File: src/rtl/pc_fetch_unit_if.sv
// Instruction-memory request/response bus between the fetch unit and imem.
// One request is outstanding at a time; the address is held stable until ack.
interface pc_fetch_unit_if;
    logic        imem_req;
    logic [31:0] imem_addr;
    logic        imem_ack;
    logic [31:0] imem_rdata;

    modport master (
        output imem_req,
        output imem_addr,
        input  imem_ack,
        input  imem_rdata
    );

    modport slave (
        input  imem_req,
        input  imem_addr,
        output imem_ack,
        output imem_rdata
    );
endinterface

File: src/rtl/pc_fetch_unit.sv
// IF-stage fetch engine: owns the PC, issues one imem request at a time and hands
// {inst, pc, valid} to ID, buffering one response while ID stalls.
//
// state | meaning
// ------+------------------------------------------------------------------
// REQ   | request at pc_f is up; its response is delivered, held or dropped
// HOLD  | response parked in hold regs while ID stalls; no request up
// DROP  | wrong-path request at drop_addr still in flight; response discarded
module pc_fetch_unit #(
    parameter logic [31:0] RESET_PC = 32'h0000_0000
) (
    input  logic                   clk,
    input  logic                   rst,
    input  logic [31:0]            npc,
    input  logic                   redirect,
    input  logic                   stall_d,
    output logic [31:0]            pc_plus4,
    pc_fetch_unit_if.master        imem,
    output logic [31:0]            inst_d,
    output logic [31:0]            pc_d,
    output logic                   valid_d
);

    typedef enum logic [1:0] {
        S_REQ  = 2'd0,
        S_HOLD = 2'd1,
        S_DROP = 2'd2
    } state_t;

    state_t      state;
    state_t      state_nxt;
    logic [31:0] pc_f;
    logic [31:0] pc_f_nxt;
    logic [31:0] hold_inst;
    logic [31:0] hold_inst_nxt;
    logic [31:0] hold_pc;
    logic [31:0] hold_pc_nxt;
    logic [31:0] drop_addr;
    logic [31:0] drop_addr_nxt;
    logic [31:0] inst_d_nxt;
    logic [31:0] pc_d_nxt;
    logic        valid_d_nxt;

    logic        deliver;
    logic [31:0] deliver_inst;
    logic [31:0] deliver_pc;
    logic        req_c;
    logic [31:0] npc_aligned;

    assign npc_aligned   = npc & ~32'h3;
    assign pc_plus4      = pc_f + 32'd4;
    // the memory is reset by the same rst, so no request may be seen during it
    assign imem.imem_req = req_c & ~rst;

    always_comb begin
        state_nxt      = state;
        pc_f_nxt       = pc_f;
        hold_inst_nxt  = hold_inst;
        hold_pc_nxt    = hold_pc;
        drop_addr_nxt  = drop_addr;
        deliver        = 1'b0;
        deliver_inst   = hold_inst;
        deliver_pc     = hold_pc;
        req_c          = 1'b0;
        imem.imem_addr = pc_f;

        case (state)
            S_REQ: begin
                req_c          = 1'b1;
                imem.imem_addr = pc_f;
                if (imem.imem_ack) begin
                    pc_f_nxt = npc_aligned;
                    if (!redirect) begin
                        if (!stall_d) begin
                            deliver      = 1'b1;
                            deliver_inst = imem.imem_rdata;
                            deliver_pc   = pc_f;
                        end else begin
                            hold_inst_nxt = imem.imem_rdata;
                            hold_pc_nxt   = pc_f;
                            state_nxt     = S_HOLD;
                        end
                    end
                end else if (redirect) begin
                    drop_addr_nxt = pc_f;
                    pc_f_nxt      = npc_aligned;
                    state_nxt     = S_DROP;
                end
            end

            S_HOLD: begin
                if (redirect) begin
                    pc_f_nxt  = npc_aligned;
                    state_nxt = S_REQ;
                end else if (!stall_d) begin
                    deliver   = 1'b1;
                    state_nxt = S_REQ;
                end
            end

            S_DROP: begin
                req_c          = 1'b1;
                imem.imem_addr = drop_addr;
                if (redirect) begin
                    pc_f_nxt = npc_aligned;
                end
                if (imem.imem_ack) begin
                    state_nxt = S_REQ;
                end
            end

            default: begin
                state_nxt = S_REQ;
            end
        endcase

        // redirect kills whatever ID holds, even under stall
        inst_d_nxt  = inst_d;
        pc_d_nxt    = pc_d;
        valid_d_nxt = valid_d;
        if (redirect) begin
            valid_d_nxt = 1'b0;
        end else if (deliver) begin
            inst_d_nxt  = deliver_inst;
            pc_d_nxt    = deliver_pc;
            valid_d_nxt = 1'b1;
        end else if (!stall_d) begin
            valid_d_nxt = 1'b0;
        end
    end

    always_ff @(posedge clk) begin
        if (rst) begin
            state     <= S_REQ;
            pc_f      <= RESET_PC & ~32'h3;
            hold_inst <= 32'h0;
            hold_pc   <= 32'h0;
            drop_addr <= 32'h0;
            inst_d    <= 32'h0;
            pc_d      <= 32'h0;
            valid_d   <= 1'b0;
        end else begin
            state     <= state_nxt;
            pc_f      <= pc_f_nxt;
            hold_inst <= hold_inst_nxt;
            hold_pc   <= hold_pc_nxt;
            drop_addr <= drop_addr_nxt;
            inst_d    <= inst_d_nxt;
            pc_d      <= pc_d_nxt;
            valid_d   <= valid_d_nxt;
        end
    end

endmodule
File: src/flat_wrapper.sv
// flat-port wrapper written by rule: the top's interface ports become plain ports
module pc_fetch_unit_flat 
#(
    parameter logic [31:0] RESET_PC = 32'h0000_0000
)
  (clk, rst, npc, redirect, stall_d, pc_plus4, inst_d, pc_d, valid_d, imem_imem_req, imem_imem_addr, imem_imem_ack, imem_imem_rdata);
  pc_fetch_unit_if imem_i ();
  input  logic clk;
  input  logic rst;
  input  logic [31:0] npc;
  input  logic redirect;
  input  logic stall_d;
  output logic [31:0] pc_plus4;
  output logic [31:0] inst_d;
  output logic [31:0] pc_d;
  output logic valid_d;
  output wire logic [$bits(imem_i.imem_req)-1:0] imem_imem_req;
  output wire logic [$bits(imem_i.imem_addr)-1:0] imem_imem_addr;
  input wire logic [$bits(imem_i.imem_ack)-1:0] imem_imem_ack;
  input wire logic [$bits(imem_i.imem_rdata)-1:0] imem_imem_rdata;
  assign imem_imem_req = imem_i.imem_req;
  assign imem_imem_addr = imem_i.imem_addr;
  assign imem_i.imem_ack = imem_imem_ack;
  assign imem_i.imem_rdata = imem_imem_rdata;
  pc_fetch_unit #(.RESET_PC(RESET_PC)) u_core (.clk(clk), .rst(rst), .npc(npc), .redirect(redirect), .stall_d(stall_d), .pc_plus4(pc_plus4), .imem(imem_i), .inst_d(inst_d), .pc_d(pc_d), .valid_d(valid_d));
endmodule
File: config.mk
export PLATFORM = sky130hd
export DESIGN_NAME = pc_fetch_unit_flat
export DESIGN_NICKNAME = d
export VERILOG_FILES = /design/src/rtl/pc_fetch_unit_if.sv /design/src/rtl/pc_fetch_unit.sv /design/src/flat_wrapper.sv
export SDC_FILE = /design/constraint.sdc
export NUM_CORES = 1
export LEC_CHECK = 0
export ABC_AREA = 1
export ABC_CLOCK_PERIOD_IN_PS = 4900
export BUFFER_PORTS_ARGS = -buffer_cell sky130_fd_sc_hd__clkbuf_2
export CORE_MARGIN = 2
export CORE_UTILIZATION = 58
export CTS_CLUSTER_SIZE = 24
export DETAILED_ROUTE_END_ITERATION = 6
export GPL_TIMING_DRIVEN = 0
export PLACE_DENSITY = 0.81
export SYNTH_ARGS = -nofsm -noshare
export SYNTH_HDL_FRONTEND = slang
export SYNTH_SLANG_ARGS = --single-unit
export TNS_END_PERCENT = 1
File: constraint.sdc
create_clock -name clk -period 4.9 [get_ports clk]
set_clock_uncertainty 0.15 [all_clocks]
set_input_delay 0.98 -clock clk [delete_from_list [all_inputs] [get_ports clk]]
set_output_delay 0.98 -clock clk [all_outputs]
set_load 0.01 [all_outputs]
[Word level (Yosys, flattened, before mapping)]
Cells that the tools add are included.
Word-level totals
  bits in writable memories: 0
  flip-flop bits (word level): 195
  memories: 0
  bits of input ports: 69
  bits in latches: 0
  logic and storage cells: 55
  memory bits (read-only): 0
  output and inout bits: 130
Operators by class
  add/sub/neg operators: 1
  equal/unequal tests: 8
  bitwise gates (word level): 4
  multiply operators: 0
  div/mod/pow operators: 0
  $lt $le $gt $ge: 0
  muxes and demuxes: 25
  reductions and logical operators: 9
  shifts and indexed selects: 0
Operators with widths (number)
  2-to-1 mux 32 bit: 9
  case mux 32 bit (2 select lines): 1
  adder 32 x 3 -> 32 bit (second input constant): 1
  2-to-1 mux 2 bit: 7
  inequality test 3 bit (second input constant): 4
  2-to-1 mux 1 bit: 6
  case mux 2 bit (3 select lines): 1
  OR reduction 2 bit: 3
  AND reduction 5 bit: 1
  AND reduction 4 bit: 1
  inverter 1 bit: 3
  AND reduction 3 bit: 1
  equality test 2 x 1 -> 1 bit (second input constant): 1
  equality test 2 bit (second input constant): 1
  zero test 2 bit: 1
  inequality test 2 x 1 -> 1 bit (second input constant): 1
  inequality test 2 bit (second input constant): 1
  case mux 1 bit (2 select lines): 1
  AND reduction 2 bit: 1
  nonzero test 2 bit: 1
  AND 1 bit: 1

[Depth between registers and ports, before layout]
  depth in word-level cells: 5
  depth in mapped cells: 12
  gate-level depth less buffers: 10

[Least setup slack after synthesis]
OpenSTA, ideal clock, no wires.
  path kind: input to output
  start: input port rst
  end: output port imem_imem_req
  stages: 3
  buffers on the path: 2
  slack: 2.056 ns
  data required time: 3.770 ns
  arrival time: 1.714 ns
  cell sequence: buf_2 > buf_1 > nor2_1
On the way
  word-level cells in the longest chain between the ends: 2
Ends and longest elaborated chain
  start: declaration: RTL line flat_wrapper.sv:9  | input logic rst;
  inverter 1 bit: RTL line pc_fetch_unit.sv:53  | assign imem.imem_req = req_c & ~rst;
  AND 1 bit: RTL line pc_fetch_unit.sv:53
  end: declaration: RTL line flat_wrapper.sv:17  | output wire logic [$bits(imem_i.imem_req)-1:0] imem_imem_req;
Every way passes these cells.

[Worst setup path in the final report]
  start: register u_core.state[0]
  end: output port imem_imem_addr[31]
On the way
  word-level cells in the longest chain between the ends: 2
Ends and longest elaborated chain
  start: declaration: RTL line pc_fetch_unit.sv:30  | state_t state;
  start signal: assignment: RTL line pc_fetch_unit.sv:143  | state <= state_nxt;
  equality test 2 bit: RTL line pc_fetch_unit.sv:67  | case (state)
  2-to-1 mux 32 bit: RTL line pc_fetch_unit.sv:67
  end: declaration: RTL line flat_wrapper.sv:18  | output wire logic [$bits(imem_i.imem_addr)-1:0] imem_imem_addr;
Every way passes these cells.

==> results.toml <==
[die]
ios = 199
rows = 44
core_um2 = 14590
dieArea_um2 = 16030
start_util_pct = 59.76
fp.dieH_um = 126.6
die_x_um = 126.6

[clock_tree]
cts_tree = "done"
cts_hold_buf = 0
cts_resized = 0
cts_buffer_depth = 2
numCtsBuffers = 17
ctsHtreeMaxLevel = 4
clock_latency_ps = 440
cts_root_buffer = "clkbuf_16"
cts_setup_buffers = 0
path_clk_slew_ps = 70
cts.sinks = 195

[finish]
diodes = 0
drive_gt1_share_pct = 22.02
final_area_um2 = 10540
stdcell_count = 1628
syn_to_final_growth_pct = 20.90
finalNetCount = 1506
post-route-util_pct = 72.25
filler_cell_count = 1274

[place]
place_area_um2 = 9925
pre_cts_ws_ps = 1705
port_buffers = 195
placed_cells = 1596
gp_congestion = 0.9517
dp.final_hpwl_um = 18700

[setup_path]
path_class = "reg2out"
crit_cells = 7
path_cells = "inv_1 > ha_1 > clkbuf_1 > clkbuf_1 > nand2_1 > o21ai_0 > clkbuf_2"
setup.worst_path.start_class = "flip-flop"
crit_fanout = 10
critical_path.top_delay_family = "buffers and inverters"
slowest_stage = "clkbuf_1"
arrival_ps = 2510
path_buf_inv = 4
reg2regPathDepth = 7
end_kind = "output port"
required_ps = 3770
critPathMaxStageDelay_ps = 460
cpMostUsedCell = "clkbuf_1"

[power_and_ir_drop]
ir_drop_v = 0.0002725
leakagePower_nw = 4.529
total_power_mw = 3.909
power_density_nw_per_um2 = 370.8

[sta]
post-route-period-util_pct = 74.32
setup_viol_count_final = 0
slew_violations = 0
rsz0062_at_grt = "false"
setup_tns_ps = 0
max_freq_mhz = 274.6
worst_pin_slew_ps = 737.1
fin_crit_ps = 3642
relSlewSlack_pct = 50.48
timing.final.hold_violations = 0
holdWs_ps = 313.2
fin_ws_ps = 1258

[routing]
vias = 9017
wl_um = 25610
vias_per_cell = 5.539
wl_per_cell_um = 15.73
drtIter0Drc = 893
drc = 0
dr.pass1.iters = 6
antenna_left = 0

[global_route]
grt_pass1_wl_um = 41000
use_met1_pct = 41.35
grt_pass1_vias = 8341
gr-usage-all-layers_pct = 31.74
grt_max_degree = 17
grtUsageMet2_pct = 53.98
antenna_found_initial = 0
overflow = 0
grt_use_met3_pct = 5.736
globalRoute.busiestLayer = "met2"

[logic_synthesis]
syn-instance-count = 1217
synth_seq_cells = 195
syn_area_um2 = 8718
ys_seq_area_share_pct = 44.78
avgSynthCellArea_um2 = 7.164
synth_nets = 1292
yosys_warnings = 0
synth_cell_types = 24

[run]
drv_cap = 0

[hold_path]
hold_class = "reg2reg"
hold_path_depth = 2

[run_status]
status = "finished, final reports clean"
[worst paths after layout]
path | startpoint | end | slack (ps)
worst min-delay path | u_core.inst_d[20]$_SDFFE_PP0P_ | u_core.inst_d[20]$_SDFFE_PP0P_ | 310
worst max-delay path | u_core.state[0]$_SDFFE_PP0P_ | imem_imem_addr[31] | 1260
worst max register to register | u_core.state[0]$_SDFFE_PP0P_ | u_core.pc_f[30]$_SDFFE_PP0P_ | 2660
worst min register to register | u_core.inst_d[20]$_SDFFE_PP0P_ | u_core.inst_d[20]$_SDFFE_PP0P_ | 310
[final cells by class]
type	count	area, um2	share of cell area, %
flip-flops and latches	195	3904	37.04
multi-input cells	869	4106	38.96
inverters	70	262.8	2.493
well taps	184	230.2	2.184
repair buffers	195	975.9	9.259
clock inverters	8	123.9	1.175
clock buffers	24	491.7	4.665
plain buffers	83	445.4	4.226
[flip-flops by register name (all words and copies together) (netlist names)]
| signal | count |
|---|---|
| u_core.pc_d | 32 |
| u_core.hold_inst | 32 |
| u_core.valid_d | 1 |
| u_core.drop_addr | 32 |
| u_core.pc_f | 32 |
| u_core.hold_pc | 32 |
| u_core.inst_d | 32 |
| u_core.state | 2 |
[power breakdown]
group / total (mW) / switching [mW] / internal (mW)
Clock: 1.45 / 0.594 / 0.858
Sequential: 1.76 / 0.0666 / 1.69
Combinational: 0.697 / 0.465 / 0.232
Total: 3.91 / 1.13 / 2.78
[worst register-to-register path, stage by stage, from the launching register on]
cell and delay (ps):
dfxtp_1 390, inv_1 100, ha_1 290, o21ai_1 130
nand2_1 250, clkbuf_1 340, o21ai_0 390, a21oi_1 70
[layout by cell type (no fill, tap or decap), types with 4 or more instances in the layout]
cell	synthesis	routed
buf_4	6	6
clkbuf_2	0	195
o21ai_1	48	48
clkbuf_1	41	44
xor2_1	15	15
inv_1	62	62
nand2_1	306	306
nor2_1	109	109
a21oi_2	20	20
inv_2	7	7
clkbuf_8	0	4
ha_1	6	6
nor3_1	5	5
o21ai_2	20	20
a21oi_1	141	141
buf_2	23	23
nand3_1	35	35
clkbuf_16	0	17
o21ai_0	156	156
nor2_2	4	4
dfxtp_1	195	195
buf_6	11	11
[cells in the mapped netlist, drive strengths merged]
cell type	instances	area share, %
nand2	308	13
o21ai	224	14
dfxtp	195	45
a21oi	161	10
nor2	113	5.0
inv	69	3.0
buf	42	3.3
clkbuf	41	1.8
nand3	35	2.0
xor2	15	1.5
ha	6	0.86
nor3	6	0.40
clkinv	1	0.043
nand3b	1	0.086
[cell families after synthesis]
kind of cell / Yosys count / share of synthesized area [%]
simple gates: 463 / 20.91
compound gates: 385 / 23.82
flops: 195 / 44.78
buf+inv: 153 / 8.123
xor+xnor: 15 / 1.507
fa+ha+maj: 6 / 0.8611
[routing by layer]
metal  vias to the layer above  part of all wire [%]
met5                         -                     0
met4                         0                   2.3
met3                        53                   7.3
met2                       400                    48
met1                      4159                    43
li1                       4405                     -
Power figures use the tool's default switching activity.
